### src/rtl/mux_sel_reg_if.sv
`default_nettype none
// ============================================================================
// Module   : mux_sel_reg_if
// Brief    : Handshake/bus bundle for the registered N-to-1 selector.
// Revision : 1.0
// ============================================================================
interface mux_sel_reg_if #(
    parameter int WIDTH = 8,
    parameter int N     = 3,
    parameter int SEL_W = 2
);
    logic [N*WIDTH-1:0] in_data;
    logic [SEL_W-1:0]   sel;
    logic               mode;
    logic               in_valid;
    logic               in_ready;
    logic [WIDTH-1:0]   out_data;
    logic [SEL_W-1:0]   out_sel;
    logic               out_valid;
    logic               out_ready;
    logic [SEL_W-1:0]   ptr;
    logic               err;

    modport master (
        output in_data, sel, mode, in_valid, out_ready,
        input  in_ready, out_data, out_sel, out_valid, ptr, err
    );

    modport slave (
        input  in_data, sel, mode, in_valid, out_ready,
        output in_ready, out_data, out_sel, out_valid, ptr, err
    );
endinterface
`default_nettype wire

### src/rtl/mux_sel_reg.sv
`default_nettype none
// ============================================================================
// Module   : mux_sel_reg
// Brief    : N-to-1 selector (explicit or round-robin) into one valid/ready
//            output register with a sticky out-of-range select flag.
// Revision : 1.0
// ============================================================================
module mux_sel_reg #(
    parameter int WIDTH = 8,
    parameter int N     = 3,
    parameter int SEL_W = 2
) (
    input  logic         clk,
    input  logic         rst,
    mux_sel_reg_if.slave bus
);
    // One extra bit so N == 2**SEL_W still compares correctly.
    localparam logic [SEL_W:0]   c_N        = (SEL_W+1)'(N);
    localparam logic [SEL_W-1:0] c_LAST_CH  = SEL_W'(N-1);

    logic [WIDTH-1:0] r_out_data;
    logic [SEL_W-1:0] r_out_sel;
    logic             r_out_valid;
    logic [SEL_W-1:0] r_ptr;
    logic             r_err;

    logic             w_in_ready;
    logic             w_accept;
    logic [SEL_W-1:0] w_ch;
    logic             w_in_range;
    logic [WIDTH-1:0] w_sel_data;
    logic [SEL_W-1:0] w_ptr_next;

    assign w_in_ready = !r_out_valid || bus.out_ready;
    assign w_accept   = bus.in_valid && w_in_ready;
    assign w_ch       = bus.mode ? r_ptr : bus.sel;
    assign w_in_range = ({1'b0, w_ch} < c_N);
    assign w_ptr_next = (r_ptr == c_LAST_CH) ? '0 : r_ptr + SEL_W'(1);

    always_comb begin
        w_sel_data = '0;
        for (int i = 0; i < N; i++) begin
            if (w_ch == SEL_W'(i)) begin
                w_sel_data = bus.in_data[i*WIDTH +: WIDTH];
            end
        end
    end

    always_ff @(posedge clk) begin
        if (rst) begin
            r_out_data  <= '0;
            r_out_sel   <= '0;
            r_out_valid <= 1'b0;
            r_ptr       <= '0;
            r_err       <= 1'b0;
        end else if (w_accept) begin
            if (w_in_range) begin
                r_out_data  <= w_sel_data;
                r_out_sel   <= w_ch;
                r_out_valid <= 1'b1;
            end else begin
                // Dropped beat: only the drain of the held beat can clear valid.
                r_err <= 1'b1;
                if (bus.out_ready) begin
                    r_out_valid <= 1'b0;
                end
            end
            if (bus.mode) begin
                r_ptr <= w_ptr_next;
            end
        end else if (r_out_valid && bus.out_ready) begin
            r_out_valid <= 1'b0;
        end
    end

    assign bus.in_ready  = w_in_ready;
    assign bus.out_data  = r_out_data;
    assign bus.out_sel   = r_out_sel;
    assign bus.out_valid = r_out_valid;
    assign bus.ptr       = r_ptr;
    assign bus.err       = r_err;
endmodule
`default_nettype wire

### src/flat_wrapper.sv
// flat-port wrapper written by rule: the top's interface ports become plain ports
module mux_sel_reg_flat 
#(
    parameter int WIDTH = 8,
    parameter int N     = 3,
    parameter int SEL_W = 2
)
  (clk, rst, bus_in_data, bus_sel, bus_mode, bus_in_valid, bus_out_ready, bus_in_ready, bus_out_data, bus_out_sel, bus_out_valid, bus_ptr, bus_err);
  mux_sel_reg_if #(.WIDTH(WIDTH), .N(N), .SEL_W(SEL_W)) bus_i ();
  input  logic clk;
  input  logic rst;
  input wire logic [$bits(bus_i.in_data)-1:0] bus_in_data;
  input wire logic [$bits(bus_i.sel)-1:0] bus_sel;
  input wire logic [$bits(bus_i.mode)-1:0] bus_mode;
  input wire logic [$bits(bus_i.in_valid)-1:0] bus_in_valid;
  input wire logic [$bits(bus_i.out_ready)-1:0] bus_out_ready;
  output wire logic [$bits(bus_i.in_ready)-1:0] bus_in_ready;
  output wire logic [$bits(bus_i.out_data)-1:0] bus_out_data;
  output wire logic [$bits(bus_i.out_sel)-1:0] bus_out_sel;
  output wire logic [$bits(bus_i.out_valid)-1:0] bus_out_valid;
  output wire logic [$bits(bus_i.ptr)-1:0] bus_ptr;
  output wire logic [$bits(bus_i.err)-1:0] bus_err;
  assign bus_i.in_data = bus_in_data;
  assign bus_i.sel = bus_sel;
  assign bus_i.mode = bus_mode;
  assign bus_i.in_valid = bus_in_valid;
  assign bus_i.out_ready = bus_out_ready;
  assign bus_in_ready = bus_i.in_ready;
  assign bus_out_data = bus_i.out_data;
  assign bus_out_sel = bus_i.out_sel;
  assign bus_out_valid = bus_i.out_valid;
  assign bus_ptr = bus_i.ptr;
  assign bus_err = bus_i.err;
  mux_sel_reg #(.WIDTH(WIDTH), .N(N), .SEL_W(SEL_W)) u_core (.clk(clk), .rst(rst), .bus(bus_i));
endmodule
### config.mk
export PLATFORM = sky130hd
export DESIGN_NAME = mux_sel_reg_flat
export DESIGN_NICKNAME = d
export VERILOG_FILES = /design/src/rtl/mux_sel_reg_if.sv /design/src/rtl/mux_sel_reg.sv /design/src/flat_wrapper.sv
export SDC_FILE = /design/constraint.sdc
export NUM_CORES = 1
export LEC_CHECK = 0
export CORE_ASPECT_RATIO = 0.9
export CORE_MARGIN = 2
export CORE_UTILIZATION = 31
export DETAILED_ROUTE_END_ITERATION = 8
export GPL_TIMING_DRIVEN = 0
export MAX_ROUTING_LAYER = met4
export PLACE_DENSITY = 0.72
export REMOVE_ABC_BUFFERS = 1
export SETUP_SLACK_MARGIN = 0.05
export SLEW_MARGIN = 40
export SYNTH_ARGS = -nofsm -noshare
export SYNTH_HDL_FRONTEND = slang
export SYNTH_SLANG_ARGS = --single-unit
### constraint.sdc
create_clock -name clk -period 1.4 [get_ports clk]
set_input_delay 0.21 -clock clk [delete_from_list [all_inputs] [get_ports clk]]
set_output_delay 0.21 -clock clk [all_outputs]
set_load 0.005 [all_outputs]
==> out/qor.yml, run 1 <==
die_h_um: 48.5
hold_path.startpoint: "bus_in_data[19]"
reg2reg_slack_ns: 0.06
hold_viol: 0
clk_path_buf_depth: 2
startpoint: "u_core.bus.out_data[6]"
async_flop_share_pct: 0
ys_types: 23
num-nets-final: 159
postRouteWirelength_um: 2340
drc_errors: 0
vdd_ir_drop_max_mv: 0.386
pre_cts_ws_ns: -0.801
grt_use_total_pct: 17.1
final_cell_mix: "31 x clkdlybuf4s50_1, 10 x nor2_1, 8 x nor3_1, 7 x dlymetal6s2s_1"
crit_path_start_kind: "register"
die_w_um: 53.4
vias: 802
r2r_start: "u_core.bus.ptr[0]"
final_util_pct: 66.1
vias_per_cell: 5.21
fin_hold_ws_ns: 0.505
die_area_um2: 2590
dr.first_iter.drc_count: 12
ys_seq_area_share_pct: 41.1
drive_gt1_share_pct: 33.9
n_fill_cell: 183
fmax_mhz: 737
power_mw: 1.11
synthFlopType: "dfxtp_1"
clock-sinks: 14
wire_per_inst_um: 15.2
setup_viol: 0
ys_seq_elements: 14
drt.antenna.violating_nets: 0
status: "complete, no violations"
holdBufCountCts: 0
reg2regPathDepth: 5
p_per_area_nw_per_um2: 794
grt_first_pass_wirelength_um: 3210
fin_tns_setup_ns: 0
rsz0062_at_grt: "true"
synth.avg_cell_area_um2: 9.34
cp_data_arrival_time_ns: 1.15
antennaDiodeCount: 0
initial_core_util_pct: 32.1
synthMuxAreaShare_pct: 18.3
placed_area_um2: 1150
cts_tree: "yes"
synth-simple-area-share_pct: 20.0
syn2layout_area_growth_pct: 106
period_share_pct: 96.9
slowest_delay_ns: 0.51
drv_slew: 0
clk_pin_slew_ns: 0.09
htreeDepth: 1
port_buffers: 45
syn-cell-area_um2: 682
place_hpwl_um: 1410
criticalPathCategory: "reg -> out"
path_buf_inv: 1
core_um2: 2120
cts-root-buf: "clkbuf_4"
worstPathCellList: "clkdlybuf4s50_1"
crit_path_max_fanout: 2
grt-ovfl-total: 0
slew_headroom_pct: 61.3
endpoint_kind: "output pin"
path_delay_family: "buffers and inverters"
io_pins: 46
place_inst: 141
grt_pass1_vias: 733
synth_xor_area_share_pct: 0
critical_path_required_ns: 1.19
hold_path_class: "in -> reg"
cts_buffers: 3
multi_input_area_um2: 488
register_area_um2: 295
synth_edf_count: 0
row_count: 16
dr.pass1.iters: 4
hold_path_depth: 3
clk_latency_ns: 0.28
period_minus_slack_ns: 1.36
synthAdderAreaFrac_pct: 0
p_leak_nw: 0.645
layout_commonest_cell: "clkdlybuf4s50_1"
final_area_um2: 1400
cp_slowest_cell: "clkdlybuf4s50_1"
instances_no_fill: 154
synth_top_family_by_area: "simple AND/OR/NAND/NOR gates"
tightest_slew_ns: 0.579
cp.depth: 1
setup_slack_ns: 0.0430
place_congestion: 0.691
yosys_warnings: 0
maxCapViolCount: 0
syn_inst: 73
antenna_found_initial: 0
fin_skew_ns: 0.00385
synth-compound-area-share_pct: 16.9
grt_max_degree: 15
==> power by group <==
part	internal, mW	total [mW]	switching, mW
registers	0.431	0.452	0.0208
logic	0.234	0.368	0.134
clock network	0.158	0.293	0.135
total	0.824	1.11	0.290
==> worst paths after layout <==
| path | end |
|---|---|
| setup / recovery | bus_out_data[6] |
| hold / removal | u_core.bus.out_data[3] |
| setup reg to reg | u_core.bus.out_data[6] |
| hold reg to reg | u_core.bus.out_data[7] |
==> final cells by class <==
cell class | count | area share [%]
multi-input combinational | 55 | 34.8
sequential | 14 | 21.1
tap | 27 | 2.41
clock buffer | 4 | 2.59
timing repair buffer | 54 | 39.2
==> flip-flops by register name, summed over array words and instances (netlist names) <==
signal	count
u_core.bus.err	1
u_core.bus.out_data	8
u_core.bus.out_sel	2
u_core.bus.out_valid	1
u_core.bus.ptr	2
==> layer usage <==
metal	wire, um	GRT usage [%]	share of wire (%)	vias to the layer above
met4	12	2.56	0.51	0
met2	1210	31.5	52	35
met5	0	-	0	-
li1	-	-	-	384
met3	189	4.94	8.1	2
met1	933	17.7	40	381
==> worst min-delay path, stage by stage <==
cell and delay, ns:
clkdlybuf4s50_1 0.40, nor2_1 0.10, nor3_1 0.05
==> kinds of logic (layout without fill, tap and decap cells) <==
family                 after synthesis  after routing
muxes                               11             11
buffers and inverters                4             58
DFF                                 14             14
AOI/OAI and AO/OA                   17             17
and+or+nand+nor                     27             27
==> repair_timing <==
item / in CTS / in global routing
pin swaps: 3 / 3
resized for setup: 25 / 23
buffers inserted: 7 / 2
endpoints found under the setup margin: 18 / 21
==> synthesized netlist by cell type (2+ instances only) <==
cell	n	area (um^2)
dfxtp_1	14	280
nor2_1	10	37.5
nor3_1	8	40.0
o22ai_1	8	50.1
mux2_2	5	56.3
mux2_1	4	45.0
a21oi_1	3	15.0
a31oi_1	3	18.8
buf_2	2	10.0
nand2_1	2	7.51
nand3_1	2	10.0
Power figures use the tool's default switching activity.
==> run 2: changes to the inputs <==
Settings changed: ABC_AREA set to 1, CORE_UTILIZATION 31 to 38, PLACE_DENSITY 0.72 to 0.77.
Clock period 1.4 ns to 1.5 ns, I/O delays scaled along.
==> run 2 against run 1 <==
  * Non-clock buffer count fell by 7
  * Die area rose by 1.5%
  * Via count rose by 29%
  * Synthesized cell count rose by 92%
  * Count of clock-buffer cells in the layout did not move
  * Critical path type unchanged
  * Largest cell class is now multi-input combinational cells
  * Highest routed layer unchanged
==> out/qor.yml, run 2 <==
multi_input_area_um2: 483
placed_area_um2: 1290
power_mw: 1.02
layout_commonest_cell: "clkdlybuf4s50_1"
critical_path_required_ns: 1.27
instances_no_fill: 212
cp_data_arrival_time_ns: 1.15
final_area_um2: 1370
p_per_area_nw_per_um2: 748
antenna_found_initial: 0
synth.avg_cell_area_um2: 6.07
status: "complete, no violations"
grt_max_degree: 18
slowest_delay_ns: 0.50
pre_cts_ws_ns: -0.288
yosys.area.top_type: "dfxtp_1"
place_congestion: 0.810
async_flop_share_pct: 0
clk_path_buf_depth: 2
final_cell_mix: "43 x clkdlybuf4s50_1, 36 x nand2_1, 35 x nand3_1, 18 x nor2_1, 13 x inv_1"
cts_tree: "yes"
row_count: 16
drc_errors: 0
ys_seq_area_share_pct: 33.0
initial_core_util_pct: 39.7
path_buf_inv: 1
postRouteWirelength_um: 2450
die_w_um: 53.8
htreeDepth: 1
drt.antenna.violating_nets: 0
core_um2: 2140
power.switching_mw: 0.301
synthFlopType: "dfxtp_1"
syn_inst: 140
period_minus_slack_ns: 1.38
p_leak_nw: 0.621
sequentialPowerShare_pct: 40.6
io_pins: 46
yosys-top-cells-area: "dfxtp_1 33%, nand3_1 21%, nand2_1 16%, nor2_1 8.0%, inv_1 6.2%"
place_hpwl_um: 1820
synth_edf_count: 0
fin_skew_ns: 0.00424
clk_latency_ns: 0.29
final_util_pct: 63.8
startpoint: "u_core.bus.ptr[0]"
grt-ovfl-total: 0
place_inst: 206
hold_path.startpoint: "bus_mode"
dr.first_iter.drc_count: 14
crit_path_start_kind: "register"
ys_seq_elements: 14
drive_gt1_share_pct: 9.19
grt_first_pass_wirelength_um: 3810
holdBufCountCts: 0
grt_use_total_pct: 19.8
pwr-share-clk_pct: 27.7
clk_pin_slew_ns: 0.09
die_area_um2: 2630
grt_pass1_vias: 897
endpoint_kind: "output pin"
register_area_um2: 283
yosys_warnings: 0
power_frac_comb_pct: 31.7
worstPathCellList: "clkdlybuf4s50_1"
clock-sinks: 14
ys_types: 15
dr.pass1.iters: 4
synth_common_cells: "36 x nand2_1, 35 x nand3_1, 18 x nor2_1"
switching_share_pct: 29.4
vias_per_cell: 4.89
path_delay_family: "buffers and inverters"
antennaDiodeCount: 0
setup_viol: 0
die_h_um: 48.9
cts-root-buf: "clkbuf_4"
syn2layout_area_growth_pct: 60.8
n_fill_cell: 193
syn-cell-area_um2: 850
vdd_ir_drop_max_mv: 0.475
hold_path_class: "in -> reg"
crit_path_max_fanout: 4
tightest_slew_ns: 0.324
num-nets-final: 217
yosysMostFrequentCell: "nand2_1"
cp_slowest_cell: "clkdlybuf4s50_1"
largest_reg_flops: 8
port_buffers: 45
r2r_start: "u_core.bus.out_valid"
slew_headroom_pct: 78.3
maxCapViolCount: 0
period_share_pct: 91.9
cts_buffers: 3
setup_slack_ns: 0.122
criticalPathCategory: "reg -> out"
vias: 1037
hold_viol: 0
drv_slew: 0
fmax_mhz: 725
wire_per_inst_um: 11.6
p_int_mw: 0.722
rsz0062_at_grt: "false"
synth_top_area_share_pct: 33.0
-- run 2: changes by cell type after synthesis, moves of 2 or more --
cell,before,now
nand2_1,2,36
nand3_1,2,35
inv_1,0,14
nor2_1,10,18
nor3_1,8,0
o22ai_1,8,0
nand2_2,0,6
mux2_2,5,0
mux2_1,4,0
a21oi_1,3,5
a31oi_1,3,1
buf_4,0,2
-- run 2: final cells by class --
class                           instances  share of cell area [%]
Sequential cell                        14                    20.7
Clock buffer                            4                    2.66
Timing Repair Buffer                   47                    34.2
Multi-Input combinational cell        104                    35.3
Inverter                               16                    4.67
Tap cell                               27                    2.47
-- run 2: what timing repair did --
item | 4_1_cts | 5_1_grt
pin swaps | 0 | 1
endpoints found under the setup margin | 9 | 12
buffers inserted | 0 | 2
gates resized for setup | 2 | 6
-- run 2: cell families after synthesis --
group / share of synthesized area (%)
compound gates: 4.86
simple gates: 50.2
flops: 33.0
buf+inv: 11.9
-- run 2: worst min-delay path: stages --
cell            delay (ns)
dlymetal6s2s_1        0.18
inv_2                 0.12
nor2_1                0.07
nand2_1               0.05
a21oi_1               0.05
-- run 2: path summary, 6_finish.rpt --
| path | to | cells after the start | slack (ns) |
|---|---|---|---|
| setup reg to reg | u_core.bus.err | 6 | 0.22 |
| setup / recovery | bus_ptr[0] | 1 | 0.12 |
| hold reg to reg | u_core.bus.out_sel[0] | 2 | 0.46 |
| hold / removal | u_core.bus.ptr[0] | 5 | 0.45 |
-- run 2: routing by layer --
layer  part of all wire (%)  wire [um]  global-route usage (%)  vias to the layer above
met5                      0          0                       -                        -
met3                    6.5        159                    3.07                        2
li1                       -          -                       -                      535
met4                   0.65         16                    3.85                        0
met2                     52       1280                    34.1                       44
met1                     41        997                    24.0                      456
-- run 2: per-stage QoR --
| stage | setup TNS (ns) | hold slack (ns) |
|---|---|---|
| floorplan | 0 | 0.294 |
| global placement | -2.52 | 0.450 |
| detailed placement | -2.85 | 0.451 |
| CTS | 0 | 0.466 |
| global route | 0 | 0.451 |
| finish | 0 | 0.445 |
-- run 2: power groups by stage --
stage                     Combinational [mW]  Clock, mW  Sequential (mW)
after floorplan                        0.139          0            0.425
after global placement                 0.306          0            0.421
after detailed placement               0.312          0            0.423
after CTS                              0.314      0.289            0.414
after global routing                   0.358      0.312            0.418
final                                  0.324      0.283            0.415
==> run 3: changes to the inputs <==
Settings changed: CAP_MARGIN set to 20.
==> results of run 3 <==
No change in the layout: final DEF, timing and power equal those of run 2.
